File: src/rtl/grd_pkg.sv
// Shared types and widths for the Golomb-Rice decoder.
// Imported by golomb_rice_decoder.
package grd_pkg;

  localparam int DW = 32;
  localparam int KW = 3;

  typedef enum logic [2:0] {
    ST_IDLE,
    ST_PREFIX,
    ST_REM,
    ST_SIGN,
    ST_DONE
  } grd_state_e;

endpackage

File: src/rtl/golomb_rice_decoder.sv
// Serial Golomb-Rice codeword decoder (unary prefix, k-bit remainder, sign).
// Optional macro GRD_PREFIX_LIMIT_EN enables the Q_LIMIT prefix error.
module golomb_rice_decoder
  import grd_pkg::*;
#(
  parameter int Q_LIMIT = 24
) (
  input  logic          clk,
  input  logic          reset_n,
  input  logic          cmd_valid,
  output logic          cmd_ready,
  input  logic [KW-1:0] k,
  input  logic          is_ac_level,
  input  logic          bit_in,
  input  logic          bit_valid,
  output logic          bit_ready,
  output logic [DW-1:0] val,
  output logic          is_minus,
  output logic [DW-1:0] codeword_length,
  output logic          err,
  output logic          out_valid,
  input  logic          out_ready
);

  grd_state_e    state_q;
  logic [KW-1:0] k_q;
  logic [KW-1:0] cnt_q;
  logic          ac_q;
  logic [DW-1:0] val_q;
  logic [DW-1:0] len_q;
  logic          minus_q;

  // val_q counts q during the prefix, then shifts in remainder bits,
  // which yields (q << k) | rem without a separate q register.
`ifdef GRD_PREFIX_LIMIT_EN
  logic err_q;
  assign err = err_q;
`else
  localparam int unused_q_limit = Q_LIMIT;
  assign err = 1'b0;
`endif

  assign cmd_ready = (state_q == ST_IDLE);
  assign out_valid = (state_q == ST_DONE);
  assign bit_ready = (state_q == ST_PREFIX) ||
                     (state_q == ST_REM) ||
                     (state_q == ST_SIGN);

  assign val             = val_q;
  assign is_minus        = minus_q;
  assign codeword_length = len_q;

  always_ff @(posedge clk or negedge reset_n) begin
    if (!reset_n) begin
      state_q <= ST_IDLE;
      k_q     <= '0;
      cnt_q   <= '0;
      ac_q    <= 1'b0;
      val_q   <= '0;
      len_q   <= '0;
      minus_q <= 1'b0;
`ifdef GRD_PREFIX_LIMIT_EN
      err_q   <= 1'b0;
`endif
    end else begin
      unique case (state_q)
        ST_IDLE: begin
          if (cmd_valid) begin
            k_q     <= k;
            ac_q    <= is_ac_level;
            cnt_q   <= '0;
            val_q   <= '0;
            len_q   <= '0;
            minus_q <= 1'b0;
`ifdef GRD_PREFIX_LIMIT_EN
            err_q   <= 1'b0;
`endif
            state_q <= ST_PREFIX;
          end
        end
        ST_PREFIX: begin
          if (bit_valid) begin
            len_q <= len_q + 1'b1;
            if (!bit_in) begin
`ifdef GRD_PREFIX_LIMIT_EN
              if (val_q == DW'(Q_LIMIT)) begin
                err_q   <= 1'b1;
                val_q   <= '0;
                state_q <= ST_DONE;
              end else begin
                val_q <= val_q + 1'b1;
              end
`else
              val_q <= val_q + 1'b1;
`endif
            end else if (k_q != '0) begin
              cnt_q   <= k_q;
              state_q <= ST_REM;
            end else if (ac_q) begin
              state_q <= ST_SIGN;
            end else begin
              state_q <= ST_DONE;
            end
          end
        end
        ST_REM: begin
          if (bit_valid) begin
            len_q <= len_q + 1'b1;
            val_q <= {val_q[DW-2:0], bit_in};
            cnt_q <= cnt_q - 1'b1;
            if (cnt_q == KW'(1)) begin
              state_q <= ac_q ? ST_SIGN : ST_DONE;
            end
          end
        end
        ST_SIGN: begin
          if (bit_valid) begin
            len_q   <= len_q + 1'b1;
            minus_q <= bit_in;
            state_q <= ST_DONE;
          end
        end
        ST_DONE: begin
          if (out_ready) state_q <= ST_IDLE;
        end
        default: state_q <= ST_IDLE;
      endcase
    end
  end

endmodule

File: config.mk
export PLATFORM = sky130hd
export DESIGN_NAME = golomb_rice_decoder
export DESIGN_NICKNAME = d
export VERILOG_FILES = /design/src/rtl/grd_pkg.sv /design/src/rtl/golomb_rice_decoder.sv
export SDC_FILE = /design/constraint.sdc
export NUM_CORES = 1
export LEC_CHECK = 0
export ABC_AREA = 1
export BUFFER_PORTS_ARGS = -buffer_cell sky130_fd_sc_hd__buf_4
export CORE_MARGIN = 2
export CORE_UTILIZATION = 62
export DETAILED_ROUTE_END_ITERATION = 10
export PLACE_DENSITY = 0.86
export RECOVER_POWER = 50
export SYNTH_ARGS = -nofsm -noshare
export SYNTH_HDL_FRONTEND = slang
export SYNTH_SLANG_ARGS = --single-unit
File: constraint.sdc
create_clock -name clk -period 3.1 [get_ports clk]
set_input_delay 0.465 -clock clk [delete_from_list [all_inputs] [get_ports clk]]
set_output_delay 0.465 -clock clk [all_outputs]
set_load 0.02 [all_outputs]
; ---- Yosys cells after proc, flatten, opt, wreduce, memory -nomap -nowiden
; Cells that the tools add are included.
[totals]
output_inout_bits = 69
register_bits = 75
word_cells = 65
in_bits = 10
[op_classes]
muxes = 26
eq_ne = 15
add_sub_neg = 3
reduce_logical = 14
[op_table]
columns = cell, n
row1 = two-way mux 32 bit, 5
row2 = one-hot mux 32 bit (3 select lines), 1
row3 = "adder 32 x 1 -> 32 bit, second input constant", 2
row4 = one-hot mux 32 bit (2 select lines), 1
row5 = two-way mux 3 bit, 14
row6 = one-hot mux 3 bit (5 select lines), 1
row7 = "!= test 2 bit, second input constant", 6
row8 = one-hot mux 3 bit (3 select lines), 1
row9 = "!= test 2 x 1 -> 1 bit, second input constant", 4
row10 = AND reduction 7 bit, 1
row11 = "equality test 3 x 1 -> 1 bit, second input constant", 2
row12 = "equality test 3 x 2 -> 1 bit, second input constant", 2
row13 = AND reduction 3 bit, 2
row14 = AND reduction 6 bit, 1
row15 = nonzero test 3 bit, 2
row16 = AND reduction 5 bit, 1
row17 = nonzero test 2 bit, 2
row18 = "equality test 3 bit, second input constant", 1
row19 = logical NOT 3 bit, 1
row20 = OR reduction 3 bit, 1
row21 = "subtractor 3 x 1 -> 3 bit, second input constant", 1
row22 = logical OR 1 bit, 2
row23 = two-way mux 1 bit, 2
row24 = one-hot mux 1 bit (2 select lines), 1
row25 = AND reduction 2 bit, 1

; ---- Logic depth before layout (Yosys ltp)
[depth]
depth_word = 5
mapped_depth = 11
depth_no_buf = 10

; ---- Least setup slack after synthesis
; No wires, ideal clock.
[synth_path]
kind = flip-flop to flip-flop
from = register val_q[1] (netlist: val[1])
to = register val_q[16] (netlist: val[16])
required_ps = 3035
arrival_ps = 1526
n_path_buf = 0
period_less_slack_ps = 1591
setup_slack_ps = 1509
path_stages_with_launch = 10
setup_time_ps = 65
path_cell_list = dfrtp_1 ha_1 nand2_1 nor2_1 nand2_1 nor2_1 nand3_1 o21ai_0 nand2_1 nand2_1
[synth_via]
elab_chain_len = 4
[synth_rtl]
columns = item, line
row1 = from (decl), golomb_rice_decoder.sv:29  ; logic [DW-1:0] val_q;
row2 = from (signal assigned), golomb_rice_decoder.sv:94  ; val_q <= val_q + 1'b1;
row3 = from (signal assigned), golomb_rice_decoder.sv:109  ; val_q <= {val_q[DW-2:0], bit_in};
row4 = adder 32 x 1 -> 32 bit, golomb_rice_decoder.sv:94
row5 = two-way mux 32 bit, golomb_rice_decoder.sv:84  ; if (!bit_in) begin
row6 = two-way mux 32 bit, golomb_rice_decoder.sv:82  ; if (bit_valid) begin
row7 = one-hot mux 32 bit (3 select lines), golomb_rice_decoder.sv:66  ; unique case (state_q)
; Every way passes these cells. The select of a mux whose other input is x is not followed.
; A chain may end at the register's enable or synchronous reset.

; ---- Final worst setup path
[layout_path]
from = register state_q[2]
to = register val_q[27] (netlist: val[27])
[layout_via]
elab_chain_len = 3
word_cells_on_any_way = 10
cone_classes = 6 x eq/ne / 1 x mux / 3 x reduce/logical
[layout_rtl]
columns = item, line
row1 = from (decl), golomb_rice_decoder.sv:25  ; grd_state_e state_q;
row2 = from (signal assigned), golomb_rice_decoder.sv:112  ; state_q <= ac_q ? ST_SIGN : ST_DONE;
row3 = "equality test 3 x 1 -> 1 bit, or another cell as far along", golomb_rice_decoder.sv:66
row4 = != test 2 bit (no source line) or nonzero test 3 bit (tied branches), -
row5 = AND reduction 5 bit (no source line), -
; Parallel ways exist; a longest one is shown, timed or not.

==> results.txt <==
Routed via count - 5,634
Post-synthesis mux area share - 0%
Clock sinks - 75
Synth Area in Adders - 0.971%
Post-Synth XOR/XNOR Area - 1.36%
Initial Util - 63.4%
H-tree depth - 3
Die W - 95.2 um
Most common cell in the synthesized netlist - nand2_1
Reg-to-Reg Start - state_q[2]$_DFFE_PN0P_
Max_slew headroom - -26.2%
Num CTS Buffers - 9
Most used cell, CP - nand2_1
WP data arrival - 2440 ps
Worst Path Max Fanout - 34
N_diodes - 0
Fill cell total of the finished layout - 721
TNS Setup - 0 ps
Post-CTS setup buffers - 0
Synth top cells by count - nand2_1 (274), nor2_1 (166), inv_1 (86), dfrtp_1 (75), nand3_1 (64)
Final Setup Violations - 0
Final WS setup - 951 ps
Final #Nets - 920
Root buffer cell - clkbuf_8
Hold slack - 318 ps
Gp weighted congestion - 1.03
Worst Max-Slew Pin Slew - 1890 ps
Post-CTS resize count - 0
Routed WL per cell - 14.9 um
CTS clock-pin slew for the worst setup and hold paths - 90 ps
Most used DFF post-synth - dfrtp_1
Final ANT Viol Nets - 0
Worst VDD drop - 0.478 mV
Critical-path cell list - inv_2, nand3_2, nand2_1, nand2_1, nand2_2, nor2_4, buf_4, nor2_1, a21oi_1
Worst hold path type - primary input to flop
Layout cells sized above 1 - 10.2%
Synth async-reset ratio - 100%
Initial antenna violation count - 0
Required @ worst endpoint - 3390 ps
Final wirelength - 15.2 mm
Hold Crit Depth - 3
DP HPWL - 11.3 mm
Synth Cell Area - 0.00515 mm2
Hold_buf cts - 0
Residual DRC - 0
Final hold vios - 0
Initial DRC Count - 434
Post-Synthesis Cells - 830
CTS tree - built
Skew final - 5.91 ps
Avg Synthesized Cell Area - 6.21 um2
R2r endpoint - val[27]$_DFFE_PN0P_
Final Critical Period - 2150 ps
Run status - complete, but fails checks
Buf/Inv on CP - 2
GR Overflow Total - 0
Pwr/cell area - 811 mW/mm2
Via density per instance - 5.55
Clock Latency Late Sink - 370 ps
Synth area leaders - dfrtp_1 (36%), nand2_1 (20%), nor2_1 (12%)
Compound-Gate Fraction of Synth Area - 10.1%
Yosys cell types - 33
Cell family with most CP delay - simple AND/OR/NAND/NOR gates
Post-synth EDFFs - 0
Register area share after synthesis - 36.4%
CP startpoint kind - flop
CP Class - flop to flop
Global-route wire length before repair - 24.8 mm
Setup slack, reg-to-reg - 950 ps
Die Ht - 95.2 um
Simple-gate share of the synthesized area - 42.4%
WHS Endpoint - k_q[0]$_DFFE_PN0P_
Core ar. - 0.00813 mm2
Slowest CP cell - nor2_4
Final worst-path cycle share - 69.3%
RSZ-0062 raised after global routing - no
Largest net degree at the start of global routing - 76
Pins Over Slew Limit - 76
Synth-to-layout area growth - 14.8%
Row count - 33
Fin util - 72.7%
Clock Tree Buf Depth - 2
Crit-path max cell delay - 560 ps
Vias in the first global route - 5,221
Worst setup EP type - flop
DP Worst Slack - 982 ps
1st-pass router iterations - 5
Total global-route track usage - 35.3%
Max-Cap Viols - 1
Mapped Nets - 844
Maximum clock frequency - 465 MHz
Largest family of logic cells by synthesized area - simple AND/OR/NAND/NOR gates
PortBufs - 77
Synth Register Bits - 75
Leakage - 0.00268 uW
Yosys warns - 0
Reg2reg path depth - 9
Io pins - 79
Synth area leader - dfrtp_1
Die area - 0.00906 mm2
Violated checks - capacitance limit, slew limit
Worst hold start - k[0]
Synth top area share - 36.4%
-- logic make-up (layout without fill, tap and decap cells) --
kind of cell    count (synthesis)  count (layout)
xor+xnor                        8               8
simple gates                  535             535
fa+ha+maj                       4               4
flops                          75              75
compound gates                 97              97
other cells                     1               1
buf+inv                       110             191
-- sequential cells by signal (all words and copies together) (netlist names) --
register / flops
codeword_length: 32
val: 32
cnt_q: 3
k_q: 3
state_q: 3
ac_q: 1
is_minus: 1
-- stage by stage --
| stage | total power, uW | cells | area, um2 |
|---|---|---|---|
| 2_1_floorplan | 3170 | 830 | 5150 |
| 3_3_place_gp | 3850 | 1000 | 5810 |
| 3_5_place_dp | 3930 | 1000 | 5810 |
| 4_1_cts | 4820 | 1016 | 6040 |
| 5_1_grt | 5140 | 1016 | 5920 |
| 6_report | 4800 | 1016 | 5920 |
-- tightest hold or removal path, stage by stage --
cell and delay, ps:
buf_4 80, nand2_1 40, o21ai_0 60
-- layout by cell type (no fill, tap or decap), types with 29 or more instances in the layout --
cell      Yosys  layout
a21oi_1      29      29
buf_4         5      54
nand3_1      64      64
o21ai_0      45      45
nand2_1     274     275
inv_1        86      86
clkbuf_1      2      30
nor2_1      166     168
dfrtp_1      75      75
-- power by group --
| group | total, uW | internal [uW] | switching, uW |
|---|---|---|---|
| Combinational | 2410 | 741 | 1670 |
| Clock | 887 | 459 | 428 |
| Sequential | 1500 | 1200 | 297 |
-- how the worst max path moves through the flow --
| stage | startpoint | to | cells after the start | slack (ps) |
|---|---|---|---|---|
| finish | state_q[2]$_DFFE_PN0P_ | val[27]$_DFFE_PN0P_ | 9 | 950 |
| global route | state_q[1]$_DFFE_PN0P_ | val[15]$_DFFE_PN0P_ | 9 | 730 |
| CTS | state_q[1]$_DFFE_PN0P_ | val[27]$_DFFE_PN0P_ | 9 | 970 |
| detailed placement | state_q[2]$_DFFE_PN0P_ | val[27]$_DFFE_PN0P_ | 9 | 980 |
| global placement | state_q[2]$_DFFE_PN0P_ | val[30]$_DFFE_PN0P_ | 9 | 1140 |
| floorplan | val[1]$_DFFE_PN0P_ | val[16]$_DFFE_PN0P_ | 9 | 1510 |
-- routing by layer --
| layer | up-vias | global-route usage, % | wire length (um) |
|---|---|---|---|
| li1 | 2757 | - | - |
| met1 | 2580 | 44.6 | 6160 |
| met2 | 260 | 60.7 | 7540 |
| met3 | 37 | 4.82 | 1040 |
| met4 | 0 | 14.6 | 425 |
| met5 | - | 0 | 0 |
-- cell type report --
cell class / count / area (um2) / share of cell area (%)
Clock buffer: 9 / 124 / 2.09
Clock inverter: 7 / 101 / 1.71
Inverter: 90 / 338 / 5.71
Multi-Input combinational cell: 645 / 2820 / 47.7
Sequential cell: 75 / 1880 / 31.7
Tap cell: 105 / 131 / 2.22
Timing Repair Buffer: 85 / 523 / 8.84
(Power assumes the default switching activity.)
